### config.mk
export PLATFORM = sky130hd
export DESIGN_NAME = spi_px_stream
export DESIGN_NICKNAME = d
export VERILOG_FILES = /design/src/rtl/spi_px_stream.sv
export SDC_FILE = /design/constraint.sdc
export NUM_CORES = 1
export LEC_CHECK = 0
export CAP_MARGIN = 40
export CORE_MARGIN = 2
export CORE_UTILIZATION = 30
export DETAILED_ROUTE_END_ITERATION = 8
export SYNTH_ARGS = -nofsm -noshare
export SYNTH_HDL_FRONTEND = slang
export SYNTH_SLANG_ARGS = --single-unit
### constraint.sdc
create_clock -name clk_i -period 4.2 [get_ports clk_i]
set_input_delay 0.63 -clock clk_i [delete_from_list [all_inputs] [get_ports clk_i]]
set_output_delay 0.63 -clock clk_i [all_outputs]
set_load 0.005 [all_outputs]
### src/rtl/spi_px_stream.sv
`timescale 1ns/1ps
// -----------------------------------------------------------------------------
// spi_px_stream
//   Full-duplex SPI slave (mode 0, MSB first) front-end for the pixel core.
//   SCK, CS and SDI are oversampled in the clk_i domain through SYNC_STAGES
//   flops. Received PX_WIDTH-bit words show up on px_o with a one-cycle
//   px_valid_o strobe. At the same time the core's pixel (px_i) is shifted out
//   on spi_sdo_o. It is reloaded at CS fall and at every word boundary, so
//   back-to-back words stream without a gap.
//
// Parameters
//   PX_WIDTH    : bits per pixel word, both directions (default 24)
//   SYNC_STAGES : synchroniser depth on SCK/CS/SDI, 2..3 (default 2)
//
// Ports
//   clk_i      in   system clock, at least 4x SCK
//   nreset_i   in   asynchronous active-low reset
//   spi_sck_i  in   SPI clock (CPOL=0, CPHA=0)
//   spi_cs_i   in   chip select, active low
//   spi_sdi_i  in   serial data in, MSB first
//   spi_sdo_o  out  serial data out, MSB first (0 while idle)
//   px_o       out  last fully received pixel word
//   px_valid_o out  one-cycle strobe, px_o updated
//   px_i       in   processed pixel to transmit
//   px_load_o  out  one-cycle strobe, px_i captured into the TX shifter
//   busy_o     out  high while a CS frame is active
//
// Optional build macro
//   SPI_PX_LOOPBACK_EN : TX reloads take the most recently received word
//                        instead of px_i (SPI link bring-up).
// -----------------------------------------------------------------------------
module spi_px_stream #(
  parameter int PX_WIDTH    = 24,
  parameter int SYNC_STAGES = 2
) (
  input  logic                clk_i,
  input  logic                nreset_i,
  input  logic                spi_sck_i,
  input  logic                spi_cs_i,
  input  logic                spi_sdi_i,
  output logic                spi_sdo_o,
  output logic [PX_WIDTH-1:0] px_o,
  output logic                px_valid_o,
  input  logic [PX_WIDTH-1:0] px_i,
  output logic                px_load_o,
  output logic                busy_o
);

  localparam int CW = (PX_WIDTH > 1) ? $clog2(PX_WIDTH) : 1;
  localparam logic [CW-1:0] CNT_LAST = CW'(PX_WIDTH - 1);
  localparam logic [CW-1:0] CNT_ONE  = CW'(1);

  typedef enum logic [0:0] {
    IDLE  = 1'b0,
    SHIFT = 1'b1
  } state_t;

  // Synchroniser chains, edge-detect delay flops and CS arming
  logic [SYNC_STAGES-1:0] sck_sync_r;
  logic [SYNC_STAGES-1:0] cs_sync_r;
  logic [SYNC_STAGES-1:0] sdi_sync_r;
  logic [SYNC_STAGES-1:0] flush_r;
  logic                   sck_d_r;
  logic                   cs_d_r;
  logic                   cs_armed_r;

  // Frame engine state
  state_t                 state_r;
  logic [CW-1:0]          cnt_r;
  logic [PX_WIDTH-1:0]    rx_r;
  logic [PX_WIDTH-1:0]    tx_r;
  logic                   sdo_r;
  logic [PX_WIDTH-1:0]    px_r;
  logic                   valid_r;
  logic                   load_r;
  logic                   busy_r;
  logic                   pend_r;
  logic                   skip_fall_r;

  // Decoded synchronised pins and edges
  logic                   sck_s;
  logic                   cs_s;
  logic                   sdi_s;
  logic                   sck_rise_s;
  logic                   sck_fall_s;
  logic                   cs_fall_s;
  logic                   cs_rise_s;
  logic [PX_WIDTH-1:0]    start_word_s;
  logic [PX_WIDTH-1:0]    next_word_s;

  assign sck_s      = sck_sync_r[SYNC_STAGES-1];
  assign cs_s       = cs_sync_r[SYNC_STAGES-1];
  assign sdi_s      = sdi_sync_r[SYNC_STAGES-1];
  assign sck_rise_s = sck_s & ~sck_d_r;
  assign sck_fall_s = ~sck_s & sck_d_r;
  // A CS fall only counts once CS has been seen genuinely high after reset.
  // Otherwise a frame that was interrupted by reset would be picked up
  // mid-word.
  assign cs_fall_s  = cs_armed_r & ~cs_s & cs_d_r;
  assign cs_rise_s  = cs_s & ~cs_d_r;

`ifdef SPI_PX_LOOPBACK_EN
  // Loopback: the frame start sends the last delivered word. A word boundary
  // sends the word that has just completed, which is still held in rx_r.
  assign start_word_s = px_r;
  assign next_word_s  = rx_r;
`else
  assign start_word_s = px_i;
  assign next_word_s  = px_i;
`endif

  // Pin synchronisers, edge delay flops and post-reset CS arming
  always_ff @(posedge clk_i or negedge nreset_i) begin
    if (!nreset_i) begin
      sck_sync_r <= '0;
      cs_sync_r  <= '1;
      sdi_sync_r <= '0;
      flush_r    <= '0;
      sck_d_r    <= 1'b0;
      cs_d_r     <= 1'b1;
      cs_armed_r <= 1'b0;
    end else begin
      sck_sync_r <= {sck_sync_r[SYNC_STAGES-2:0], spi_sck_i};
      cs_sync_r  <= {cs_sync_r[SYNC_STAGES-2:0], spi_cs_i};
      sdi_sync_r <= {sdi_sync_r[SYNC_STAGES-2:0], spi_sdi_i};
      // flush_r tracks when the CS chain holds real pin samples, not reset values
      flush_r    <= {flush_r[SYNC_STAGES-2:0], 1'b1};
      sck_d_r    <= sck_s;
      cs_d_r     <= cs_s;
      if (flush_r[SYNC_STAGES-1] && cs_s) begin
        cs_armed_r <= 1'b1;
      end else begin
        cs_armed_r <= cs_armed_r;
      end
    end
  end

  // Frame FSM: deserialiser, serialiser, word delivery and strobes
  always_ff @(posedge clk_i or negedge nreset_i) begin
    if (!nreset_i) begin
      state_r     <= IDLE;
      cnt_r       <= '0;
      rx_r        <= '0;
      tx_r        <= '0;
      sdo_r       <= 1'b0;
      px_r        <= '0;
      valid_r     <= 1'b0;
      load_r      <= 1'b0;
      busy_r      <= 1'b0;
      pend_r      <= 1'b0;
      skip_fall_r <= 1'b0;
    end else begin
      valid_r <= 1'b0;
      load_r  <= 1'b0;

      // A word completed on the previous cycle is delivered now, even if
      // CS rises in this same cycle.
      if (pend_r) begin
        px_r    <= rx_r;
        valid_r <= 1'b1;
        pend_r  <= 1'b0;
      end else begin
        px_r    <= px_r;
      end

      case (state_r)
        IDLE: begin
          if (cs_fall_s) begin
            state_r     <= SHIFT;
            busy_r      <= 1'b1;
            tx_r        <= start_word_s;
            sdo_r       <= start_word_s[PX_WIDTH-1];
            load_r      <= 1'b1;
            cnt_r       <= '0;
            skip_fall_r <= 1'b0;
          end else begin
            busy_r      <= 1'b0;
            sdo_r       <= 1'b0;
          end
        end

        SHIFT: begin
          if (cs_rise_s) begin
            // CS wins over a coincident SCK edge; a partial word is dropped
            state_r     <= IDLE;
            busy_r      <= 1'b0;
            cnt_r       <= '0;
            sdo_r       <= 1'b0;
            skip_fall_r <= 1'b0;
          end else begin
            if (pend_r) begin
              tx_r   <= next_word_s;
              sdo_r  <= next_word_s[PX_WIDTH-1];
              load_r <= 1'b1;
            end else if (sck_fall_s) begin
              if (skip_fall_r) begin
                // Trailing fall of the last bit: the new word's MSB must stay put
                skip_fall_r <= 1'b0;
              end else begin
                tx_r  <= {tx_r[PX_WIDTH-2:0], 1'b0};
                sdo_r <= tx_r[PX_WIDTH-2];
              end
            end else begin
              tx_r <= tx_r;
            end

            if (sck_rise_s) begin
              rx_r <= {rx_r[PX_WIDTH-2:0], sdi_s};
              if (cnt_r == CNT_LAST) begin
                cnt_r       <= '0;
                pend_r      <= 1'b1;
                skip_fall_r <= 1'b1;
              end else begin
                cnt_r <= cnt_r + CNT_ONE;
              end
            end else begin
              rx_r <= rx_r;
            end
          end
        end

        default: begin
          state_r <= IDLE;
          busy_r  <= 1'b0;
          cnt_r   <= '0;
          sdo_r   <= 1'b0;
        end
      endcase
    end
  end

  assign spi_sdo_o  = sdo_r;
  assign px_o       = px_r;
  assign px_valid_o = valid_r;
  assign px_load_o  = load_r;
  assign busy_o     = busy_r;

endmodule

==> reports/metrics.yaml <==
status: "finished clean"
synth-seq-cells: 94
post_drt_wl_per_cell_um: 13.78
cts_htree_levels: 3
clock_latency_ns: 0.34
nets: 381
die_y_um: 117.8
synth-edff-count: 0
worst-r2r-setup-slack_ns: 1.94
worstHoldPathType: "flop to flop"
path_class: "flop to flop"
yosysTopAreaCell: "dfrtp_1"
cts_hold_buf: 0
dieArea_um2: 13880
finalHoldViolations: 0
cts_resized: 0
path_clk_slew_ns: 0.07
rsz0062_at_grt: "no"
timing.fmax_mhz: 441.6
grt_overflow: 0
critPathArrivalTime_ns: 2.50
initial_core_util: 0.3080
design_area_um2: 4943
post_dp_cell_area_um2: 4627
setup_viol: 0
layout_min_cycle_time_ns: 2.265
wl_mm: 7.274
skew_ns: 0.007567
drive_above_1_share: 0.2809
synth.most_common_cell: "dfrtp_1"
place.gp.congestion: 0.7031
synth_top_family_by_area: "multiplexers"
cp_slowest_cell: "nand2b_1"
clkSinkCount: 94
p_leak_nw: 2.378
die_w_um: 117.8
core_region_area_um2: 12620
worstPathRequired_ns: 4.43
ys_types: 32
drv_slew: 0
synth_mux_area_frac: 0.2292
syn_area_um2: 3886
pin_count: 57
syn_nets: 324
critPathMaxFanout: 24
path_delay_family: "simple AND/OR/NAND/NOR gates"
syn_area_per_cell_um2: 13.22
ff2ff_path_depth: 4
synth-xor-area-share: 0
grt_pass1_vias: 2565
hold-path-cell-count: 0
cts_tree: "yes"
crit_path_end_kind: "flop"
synth_ff_type: "dfrtp_1"
grt_max_degree: 63
synth_top_area_frac: 0.5860
ant_nets: 0
fin_crit_sh: 0.5392
crit_chain: "buf_4 -> nand2b_1 -> o21ai_0 -> mux2_2"
cts_buffer_depth: 2
ys_async_sr_fraction: 1.000
grt_pass1_wl_mm: 12.81
yosys_warnings: 0
synth_seq_area_share: 0.6062
maxSlewHeadroom: 0.4419
drtIter0Drc: 107
cts_setup_buffers: 0
synthToLayoutAreaGrowth_pct: 27.21
dr.pass1.iters: 6
maxCapViolations: 0
antenna_cells: 0
cts_root_buffer: "clkbuf_16"
synth_compound_area_frac: 0.03284
hpwl_mm: 4.683
synthTopCellsByCount: "91 x dfrtp_1, 70 x nand2_1, 52 x mux2_2"
slowest_delay_ns: 0.70
synthAdderAreaFrac: 0.003220
path_depth: 4
setup_tns_ns: 0
synth_area_leaders: "dfrtp_1 59%, mux2_2 15%, mux2_4 7.3%, nand2_1 6.8%, dfstp_2 2.0%"
crit_buf_inv: 1
num_rows: 41
worst_slew_pin_slew_ns: 0.8371
antenna_found_initial: 0
syn_inst: 294
vias: 2303
worst_setup_path_start_kind: "flop"
grt_usage: 0.1155
drc: 0
synth-simple-area-share: 0.1033
via_per_inst: 4.362
numPortBuffers: 56
cts_made_buffers: 9
powerDensity_nw_per_um2: 488.3
vdd_ir_drop_max_mv: 0.3598
==> layer usage <==
metal	global-route usage	vias up	wire length, µm
met2	0.1762	46	3338
met5	0	-	0
met1	0.1445	1144	3363
met4	0.03163	0	81
met3	0.05862	7	490
li1	-	1106	-
==> registers in the layout, indices dropped and copies added (netlist names), 2 cells and up <==
name        cells
sdi_sync_r      2
px_o           24
rx_r           24
sck_sync_r      2
cs_sync_r       2
flush_r         2
tx_r           23
cnt_r           5
==> power breakdown <==
part / total (mW) / internal, mW / switching, mW
clock: 0.848 / 0.499 / 0.350
combinational: 0.412 / 0.254 / 0.158
sequential: 1.15 / 1.06 / 0.0927
==> layout make-up <==
type | instances | area [µm²]
well taps | 172 | 215.2
multi-input cells | 183 | 1436
fillers | 1263 | 7676
repair buffers | 60 | 608.1
clock inverters | 5 | 63.81
clock buffers | 11 | 252.7
inverters | 3 | 11.26
flip-flops and latches | 94 | 2356
==> stage by stage <==
step / util / worst slack [ns] / cells / total power [mW] / hold slack, ns
after detailed placement: 0.3666 / 1.845 / 512 / 1.586 / 0.3418
after global routing: 0.3917 / 1.672 / 528 / 2.560 / 0.3636
after CTS: 0.3917 / 1.810 / 528 / 2.458 / 0.3567
after floorplan: - / 2.562 / 294 / 1.458 / 0.3312
after global placement: 0.3645 / 1.844 / 511 / 1.561 / 0.3336
final: 0.3917 / 1.935 / 528 / 2.414 / 0.3529
==> cell usage in the layout (no fill, tap or decap), drive strengths merged, types with 3 or more instances in the layout <==
master	Yosys	routed
a21o	3	3
nand2	71	71
nand2b	6	6
dfstp	3	3
mux2	71	71
clkbuf	0	11
buf	14	5
inv	3	5
dfrtp	91	91
o21ai	4	4
clkdlybuf4s50	0	55
nor2	7	7
==> kinds of logic (layout without fill, tap and decap cells) <==
logic type,count (synthesis),after routing
AO/OA/AOI/OAI,16,16
adder cells (fa/ha/maj),1,1
buffers and inverters,17,79
flip-flops,94,94
multiplexers,73,73
other,1,1
AND/OR/NAND/NOR,92,92
==> final timing paths <==
kind                               start            end
min reg2reg                sdi_sync_r[0]  sdi_sync_r[1]
max reg2reg                       pend_r        tx_r[1]
min in group asynchronous       nreset_i       tx_r[17]
max                               pend_r        tx_r[1]
min                        sdi_sync_r[0]  sdi_sync_r[1]
max in group asynchronous       nreset_i        px_o[5]
Power figures use the tool's default switching activity.
